[src/rtl/pool_window_gen.sv]
// -----------------------------------------------------------------------------
// pool_window_gen
//   Turns a raster-order pixel stream into non-overlapping 2x2 windows for a
//   downstream max-pooling stage. Even rows are parked in a one-row line
//   buffer. On odd rows the left pixel of each pair is held in a register.
//   The right pixel of the pair completes a window, which is launched from a
//   single output register.
//
// Parameters
//   DATA_WIDTH  signed pixel width
//   IMG_WIDTH   pixels per row (even, >= 2)
//   IMG_HEIGHT  rows per frame (even, >= 2)
//   POOL_SIZE   window elements (2x2 only)
//
// Ports
//   clk        rising-edge clock
//   rst        synchronous active-high reset
//   pix_valid  input pixel valid
//   pix_ready  block can accept a pixel this cycle
//   pix_data   signed pixel, row-major raster order
//   win_valid  window valid
//   win_ready  downstream accepts window
//   win_data   [0]=top-left [1]=top-right [2]=bottom-left [3]=bottom-right
//   win_last   final window of the frame (qualified by win_valid)
// -----------------------------------------------------------------------------
module pool_window_gen #(
  parameter int DATA_WIDTH = 8,
  parameter int IMG_WIDTH  = 8,
  parameter int IMG_HEIGHT = 8,
  parameter int POOL_SIZE  = 4
) (
  input  logic                         clk,
  input  logic                         rst,
  input  logic                         pix_valid,
  output logic                         pix_ready,
  input  logic signed [DATA_WIDTH-1:0] pix_data,
  output logic                         win_valid,
  input  logic                         win_ready,
  output logic signed [DATA_WIDTH-1:0] win_data [POOL_SIZE],
  output logic                         win_last
);

  localparam int COL_W = $clog2(IMG_WIDTH);
  localparam int ROW_W = $clog2(IMG_HEIGHT);

  typedef enum logic {FILL = 1'b0, PAIR = 1'b1} state_t;

  state_t                         state, state_nxt;
  logic        [COL_W-1:0]        col;
  logic        [ROW_W-1:0]        row;
  logic signed [DATA_WIDTH-1:0]   lb [IMG_WIDTH];
  logic signed [DATA_WIDTH-1:0]   left_p0;
  logic signed [DATA_WIDTH-1:0]   win_data_p1 [POOL_SIZE];
  logic                           vld_p1;
  logic                           last_p1;

  logic accept, col_last, row_last;
  logic lb_we, left_we, win_load;

  assign pix_ready = !vld_p1 || win_ready;
  assign accept    = pix_valid && pix_ready;
  assign col_last  = (col == COL_W'(IMG_WIDTH - 1));
  assign row_last  = (row == ROW_W'(IMG_HEIGHT - 1));

  // State register
  always_ff @(posedge clk) begin
    if (rst) state <= FILL;
    else     state <= state_nxt;
  end

  // Next state: one full row in each state
  always_comb begin
    state_nxt = state;
    if (accept && col_last) begin
      case (state)
        FILL:    state_nxt = PAIR;
        PAIR:    state_nxt = FILL;
        default: state_nxt = FILL;
      endcase
    end
  end

  // Datapath controls decoded from state and column parity
  always_comb begin
    lb_we    = 1'b0;
    left_we  = 1'b0;
    win_load = 1'b0;
    if (accept) begin
      case (state)
        FILL:    lb_we = 1'b1;
        PAIR: begin
          left_we  = !col[0];
          win_load =  col[0];
        end
        default: lb_we = 1'b0;
      endcase
    end
  end

  // Raster position counters
  always_ff @(posedge clk) begin
    if (rst) begin
      col <= '0;
      row <= '0;
    end else if (accept) begin
      if (col_last) begin
        col <= '0;
        row <= row_last ? '0 : row + ROW_W'(1);
      end else begin
        col <= col + COL_W'(1);
      end
    end
  end

  // Line buffer holds the even row. It is always rewritten before the odd row
  // reads it, so it needs no reset.
  always_ff @(posedge clk) begin
    if (lb_we) lb[col] <= pix_data;
  end

  // Stage p0: left pixel of the current odd-row pair
  always_ff @(posedge clk) begin
    if (rst)          left_p0 <= '0;
    else if (left_we) left_p0 <= pix_data;
  end

  // Stage p1: output window register. A load takes priority over a transfer,
  // so a transfer and a new window in the same cycle keep valid high.
  always_ff @(posedge clk) begin
    if (rst) begin
      vld_p1  <= 1'b0;
      last_p1 <= 1'b0;
      for (int i = 0; i < POOL_SIZE; i++) win_data_p1[i] <= '0;
    end else if (win_load) begin
      vld_p1         <= 1'b1;
      last_p1        <= row_last && col_last;
      win_data_p1[0] <= lb[col - COL_W'(1)];
      win_data_p1[1] <= lb[col];
      win_data_p1[2] <= left_p0;
      win_data_p1[3] <= pix_data;
    end else if (win_ready) begin
      vld_p1 <= 1'b0;
    end
  end

  assign win_valid = vld_p1;
  assign win_last  = last_p1;
  assign win_data  = win_data_p1;

endmodule

[config.mk]
export PLATFORM = sky130hd
export DESIGN_NAME = pool_window_gen
export DESIGN_NICKNAME = d
export VERILOG_FILES = /design/src/rtl/pool_window_gen.sv
export SDC_FILE = /design/constraint.sdc
export NUM_CORES = 1
export LEC_CHECK = 0
export CELL_PAD_IN_SITES_DETAIL_PLACEMENT = 1
export CELL_PAD_IN_SITES_GLOBAL_PLACEMENT = 1
export CORE_ASPECT_RATIO = 2
export CORE_UTILIZATION = 46
export CTS_CLUSTER_SIZE = 24
export DETAILED_ROUTE_END_ITERATION = 12
export MAX_ROUTING_LAYER = met4
export PLACE_DENSITY_LB_ADDON = 0.1
export SLEW_MARGIN = 40
export SYNTH_ARGS = -nofsm -noshare
export SYNTH_HDL_FRONTEND = slang
export SYNTH_SLANG_ARGS = --single-unit
[constraint.sdc]
create_clock -name clk -period 2.4 [get_ports clk]
set_input_delay 0.24 -clock clk [delete_from_list [all_inputs] [get_ports clk]]
set_output_delay 0.24 -clock clk [all_outputs]
set_load 0.01 [all_outputs]
==> impl_metrics.tcl, run 1 <==
set metrics [dict create \
    synth_top_area_cell "edfxtp_1" \
    wl_per_cell_microns 21.0 \
    grt_pass1_wl_mm 18.6 \
    rr_startpoint "state$_SDFFE_PP0P_" \
    ff2ff_path_depth 3 \
    relSlewSlack_pct 52.9 \
    fin_skew_ps 12.4 \
    hold_path_depth 2 \
    ant_nets 0 \
    hold_viol 0 \
    yosysUniqueCellTypes 35 \
    rsz0062_at_grt "no" \
    die_w_microns 72.8 \
    pre_cts_slack_ps 232 \
    total_power_mw 4.98 \
    clockRootBuffer "clkbuf_16" \
    rows 51 \
    worst_pin_slew_ps 706 \
    clock_sinks 113 \
    seq_area_frac_synth_pct 63.0 \
    multi_input_area_sq_mm 0.00151 \
    synth_top_area_share_pct 41.7 \
    nFillCells 988 \
    clk_pin_slew_ps 50 \
    vias_per_cell 5.79 \
    regArea_sq_mm 0.00290 \
    yosysWarnings 0 \
    grt_pass1_vias 3362 \
    holdPathEnd "win_data[8]$_SDFFE_PP0P_" \
    rr_endpoint "lb[3][0]$_DFFE_PP_" \
    ys.flop_type "edfxtp_1" \
    peakVddDrop_mv 0.597 \
    track_usage_pct 25.6 \
    num_vias 3201 \
    cts_hold_buf 0 \
    ys_ff_latch 113 \
    path_max_fanout 11 \
    critical_path_class "reg2reg" \
    fin_crit_ps 1860 \
    antenna_found_initial 0 \
    synthesis.nets 375 \
    maxSlewViolCount 0 \
    fin_ws_ps 538 \
    layout_common_cells "64 x edfxtp_1, 49 x dfxtp_1, 46 x clkdlybuf4s50_1" \
    setup_viol 0 \
    hold_path_class "reg2reg" \
    r2r_slack_ps 540 \
    clkLatencyLatePin_ps 420 \
    routed_wl_mm 11.6 \
    required_ps 2520 \
    syn_area_per_cell_sq_um 12.9 \
    cts_buffer_depth 2 \
    grt_max_degree 50 \
    fin_crit_sh_pct 77.6 \
    cts_htree_levels 4 \
    holdWs_ps 471 \
    cts_tree "yes" \
    port_buffers 46 \
    power.leakage_nw 1.92 \
    core_area_sq_mm 0.00976 \
    cts_buffers 17 \
    post_cts_buffers 0 \
    gp_congestion 0.811 \
    mostFrequentLayoutCell "edfxtp_1" \
    start_util_pct 47.2 \
    fin_setup_tns_ps 0 \
    dp.final_hpwl_mm 7.62 \
    first_pass_iters 6 \
    syn_to_final_growth_pct 27.4 \
    end_kind "register" \
    critPathArrivalTime_ps 1990 \
    synth.area.top_cells "edfxtp_1 42%, dfxtp_1 21%, o31ai_1 5.9%" \
    die_h_microns 144 \
    hp-start "win_data[8]$_SDFFE_PP0P_" \
    start_kind "register" \
    max_freq_ghz 0.537 \
    status "completed" \
    async_flop_share_pct 0 \
    route.detailed.drc 0 \
    overflow 0 \
    p_per_area_mw_per_mm2 849 \
    syn_inst 358 \
    synthesis.area_sq_mm 0.00461 \
    synth_edf_count 64 \
    layout-drive-gt1-share_pct 18.1 \
    first_iter_violations 153 \
    maxCapViolCount 0 \
    io_pins 47 \
    cts_resized 0 \
    n_antenna_cell 0 \
    die_area_sq_mm 0.0104 \
    fin_nets 425 \
]
synth_stat cells, types with 2 or more instances:
master	number
mux4_2	7
nand4_1	35
inv_2	3
nand2b_1	11
clkbuf_1	22
buf_2	10
edfxtp_1	64
nand2_1	5
o21ai_0	2
mux2i_1	17
nor4_1	3
mux2_2	8
buf_6	2
or4_1	3
inv_1	2
nor2_1	6
o22ai_1	9
o31ai_1	36
buf_4	3
nand3_1	2
nor2b_1	3
dfxtp_1	49
ha_1	5
a21oi_1	40
kinds of logic (layout without fill, tap and decap cells):
group	after synthesis	after routing	share of synthesized area, %
simple gates	74	74	9.75
flops	113	113	63.0
compound gates	90	90	12.1
mux	32	32	9.07
xor+xnor	1	1	0.353
buf+inv	43	106	4.35
fa+ha+maj	5	5	1.36
through the flow:
| stage | instances | cell area (sq um) | util [%] |
|---|---|---|---|
| after floorplan | 358 | 4610 | - |
| after global placement | 521 | 5240 | 53.7 |
| after detailed placement | 521 | 5240 | 53.7 |
| after CTS | 553 | 5870 | 60.1 |
| after global routing | 553 | 5870 | 60.1 |
| final | 553 | 5870 | 60.1 |
metal layers:
| metal | share of wire, % | track usage [%] | vias to the layer above |
|---|---|---|---|
| met5 | 0 | - | - |
| met1 | 39 | 27.2 | 1615 |
| li1 | - | - | 1499 |
| met4 | 2.6 | 10.6 | 0 |
| met2 | 56 | 44.5 | 67 |
| met3 | 2.5 | 6.24 | 20 |
state kept, by name, indices dropped and copies added (netlist names):
name and cells:
lb 64, col 3, win_last 1, left_p0 8
state 1, row 3, win_data 32, win_valid 1
report_power, final:
part	total [mW]	internal, mW	switching [mW]
Sequential	2.08	2.07	0.00775
Combinational	0.245	0.101	0.143
Clock	2.66	1.76	0.902
worst max-delay path: stages (launching register included):
cell	delay [ps]
dfxtp_1	430
or4_1	650
nor2_1	270
buf_4	220
layout make-up:
cell class / count / share of cell area (%)
sequential: 113 / 49.5
timing repair buffer: 69 / 11.0
multi-input combinational: 202 / 25.8
clock buffer: 18 / 7.48
clock inverter: 14 / 3.18
inverter: 5 / 0.320
tap: 132 / 2.81
worst max-delay path by stage:
| stage | startpoint | endpoint | slack [ps] | depth (start not counted) |
|---|---|---|---|---|
| detailed placement | pix_valid | lb[3][2]$_DFFE_PP_ | 230 | 5 |
| floorplan | win_valid$_SDFFE_PP0P_ | lb[0][0]$_DFFE_PP_ | 130 | 6 |
| global placement | pix_valid | lb[3][2]$_DFFE_PP_ | 320 | 5 |
| finish | state$_SDFFE_PP0P_ | lb[3][0]$_DFFE_PP_ | 540 | 3 |
| CTS | state$_SDFFE_PP0P_ | lb[3][5]$_DFFE_PP_ | 520 | 3 |
| global route | state$_SDFFE_PP0P_ | lb[3][5]$_DFFE_PP_ | 460 | 3 |
(Power assumes the default switching activity.)
==> run 2, diff against run 1 <==
--- a/config.mk
+++ b/config.mk
@@ -8,7 +8,7 @@
 export CELL_PAD_IN_SITES_DETAIL_PLACEMENT = 1
 export CELL_PAD_IN_SITES_GLOBAL_PLACEMENT = 1
 export CORE_ASPECT_RATIO = 2
-export CORE_UTILIZATION = 46
+export CORE_UTILIZATION = 41
 export CTS_CLUSTER_SIZE = 24
 export DETAILED_ROUTE_END_ITERATION = 12
 export MAX_ROUTING_LAYER = met4
==> constraint.sdc (replaced) <==
create_clock -name clk -period 1.5 [get_ports clk]
set_input_delay 0.15 -clock clk [delete_from_list [all_inputs] [get_ports clk]]
set_output_delay 0.15 -clock clk [all_outputs]
set_load 0.01 [all_outputs]
==> run 2 against run 1 <==
- first-iteration DRC count grew 29%
- the flow now finishes with violations (setup timing)
- critical endpoint is now lb[1][6]$_DFFE_PP_
- count of clock-buffer cells in the layout grew 1
- register-to-register slack lost 690 ps
- combinational power grew to 2.8 times the previous value
- sequential power grew 60%
- critical path depth grew 1
- cell count grew 8.0%
==> impl_metrics.tcl, run 2 (synthesis results as in run 1) <==
set metrics [dict create \
    status "finished, violations left" \
    violations "setup timing" \
    n_antenna_cell 0 \
    holdWs_ps 415 \
    path_max_fanout 8 \
    first_iter_violations 198 \
    track_usage_pct 27.5 \
    die_area_sq_mm 0.0117 \
    crit_buf_inv 2 \
    fin_crit_ps 1650 \
    cts_htree_levels 4 \
    clockRootBuffer "clkbuf_16" \
    start_kind "register" \
    gp_congestion 0.771 \
    layout-drive-gt1-share_pct 33.9 \
    crit_slowest_cell "or4_4" \
    hold_path_depth 3 \
    end_kind "register" \
    rows 54 \
    wl_per_cell_microns 25.6 \
    fin_crit_sh_pct 110 \
    overflow 0 \
    cts_hold_buf 0 \
    relSlewSlack_pct 61.8 \
    clk_pin_slew_ps 50 \
    grt_pass1_vias 3704 \
    cp_slowest_stage_delay_ps 580 \
    largest_reg_flops 64 \
    fin_ws_ps -152 \
    critPathArrivalTime_ps 1780 \
    die_w_microns 77.0 \
    setup_viol 47 \
    worst_pin_slew_ps 573 \
    ant_nets 0 \
    critical_path_class "reg2reg" \
    crit_cells 4 \
    core_area_sq_mm 0.0109 \
    combPwrFrac_pct 8.2 \
    io_pins 47 \
    die_h_microns 152 \
    syn_to_final_growth_pct 46.0 \
    layout_common_cells "64 x edfxtp_1, 44 x dfxtp_1, 40 x clkdlybuf4s50_1" \
    cts_tree "yes" \
    fin_nets 461 \
    peakVddDrop_mv 0.852 \
    final_core_util_pct 61.5 \
    cts_buffer_depth 2 \
    maxSlewViolCount 0 \
    critPathTopFamily "simple AND/OR/NAND/NOR gates" \
    mostFrequentLayoutCell "edfxtp_1" \
    total_power_mw 8.38 \
    routed_wl_mm 15.3 \
    p_per_area_mw_per_mm2 1250 \
    clkPwrFrac_pct 52.1 \
    clkLatencyLatePin_ps 420 \
    num_vias 3480 \
    maxCapViolCount 0 \
    seqPwrFrac_pct 39.7 \
    clock_sinks 113 \
    vias_per_cell 5.83 \
    max_freq_ghz 0.605 \
    dp.final_hpwl_mm 8.76 \
    switching_power_mw 1.81 \
    swShare_pct 21.6 \
    grt_pass1_wl_mm 22.5 \
    grt-busiest-layer "met2" \
    grtUsageMet1_pct 26.2 \
    use_met3_pct 4.80 \
    first_pass_iters 4 \
    required_ps 1630 \
    start_util_pct 42.1 \
    p_int_mw 6.57 \
    cts_buffers 17 \
    r2r_slack_ps -150 \
    route.detailed.drc 0 \
    antenna_found_initial 0 \
    fin_skew_ps 6.37 \
    hold_viol 0 \
    power.leakage_nw 2.29 \
    ff2ff_path_depth 4 \
    port_buffers 46 \
    grt_util_met2_pct 52.6 \
    path_cells "inv_4, or4_4, nor3_4, buf_12" \
    top_register "lb" \
    grt_max_degree 50 \
    rsz0062_at_grt "yes" \
    hold_path_class "in2reg" \
]
## run 2: cell count changes in the layout (fill, tap and decap cells not counted), sizes merged
| cell | delta |
|---|---|
| buf | +34 |
| bufinv | +1 |
| clkbuf | +2 |
| clkdlybuf4s15 | +1 |
| clkdlybuf4s50 | -6 |
| clkinv | +2 |
| clkinvlp | -3 |
| dlygate4sd2 | +2 |
| dlymetal6s2s | +3 |
| inv | -1 |
| or4 | +1 |
## run 2: per-layer routing
metal	wire length, microns	up-vias
li1	-	1570
met1	5380	1814
met2	9330	73
met3	344	23
met4	263	0
met5	0	-
## run 2: worst paths after layout
| kind | start | to |
|---|---|---|
| worst max-delay path | col[0]$_SDFFE_PP0P_ | lb[1][6]$_DFFE_PP_ |
| worst max register to register | col[0]$_SDFFE_PP0P_ | lb[1][6]$_DFFE_PP_ |
| worst min register to register | win_data[6]$_SDFFE_PP0P_ | win_data[6]$_SDFFE_PP0P_ |
| worst min-delay path | pix_data[7] | left_p0[7]$_SDFFE_PP0P_ |
## run 2: cell type report
type,instances,area (sq um)
fill,1061,4220
sequential,113,2920
multi-input combinational,203,1910
timing repair buffer,104,1070
clock buffer,19,433
clock inverter,13,191
tap,140,175
inverter,5,26.3
## run 2: tightest hold or removal path, cell delays in order
cell and delay, ps:
clkdlybuf4s50_1 470, nand4_1 100, a21oi_1 60
## run 2: repair_timing
item	in CTS	in global routing
pin swaps	15	5
setup endpoints to repair	85	71
cloned	1	1
buffers inserted	14	3
resized for setup	66	22
## run 2: per-stage QoR
stage                     setup TNS [ps]  cell area [sq um]  instances  setup WS (ps)
after floorplan                   -11500               4790        358           -273
after global placement            -25110               5580        550           -412
after detailed placement          -29060               5580        550           -459
after CTS                          -3270               6570        593           -161
after global routing               -6060               6730        597           -176
final                              -4400               6730        597           -152
## run 2: power by group through the flow
stage | logic [mW] | registers (mW) | clock network (mW)
final | 0.684 | 3.33 | 4.37
after floorplan | 0.288 | 3.39 | 0
after global placement | 0.475 | 3.39 | 0
after global routing | 0.708 | 3.33 | 4.53
after CTS | 0.643 | 3.33 | 4.40
after detailed placement | 0.484 | 3.39 | 0
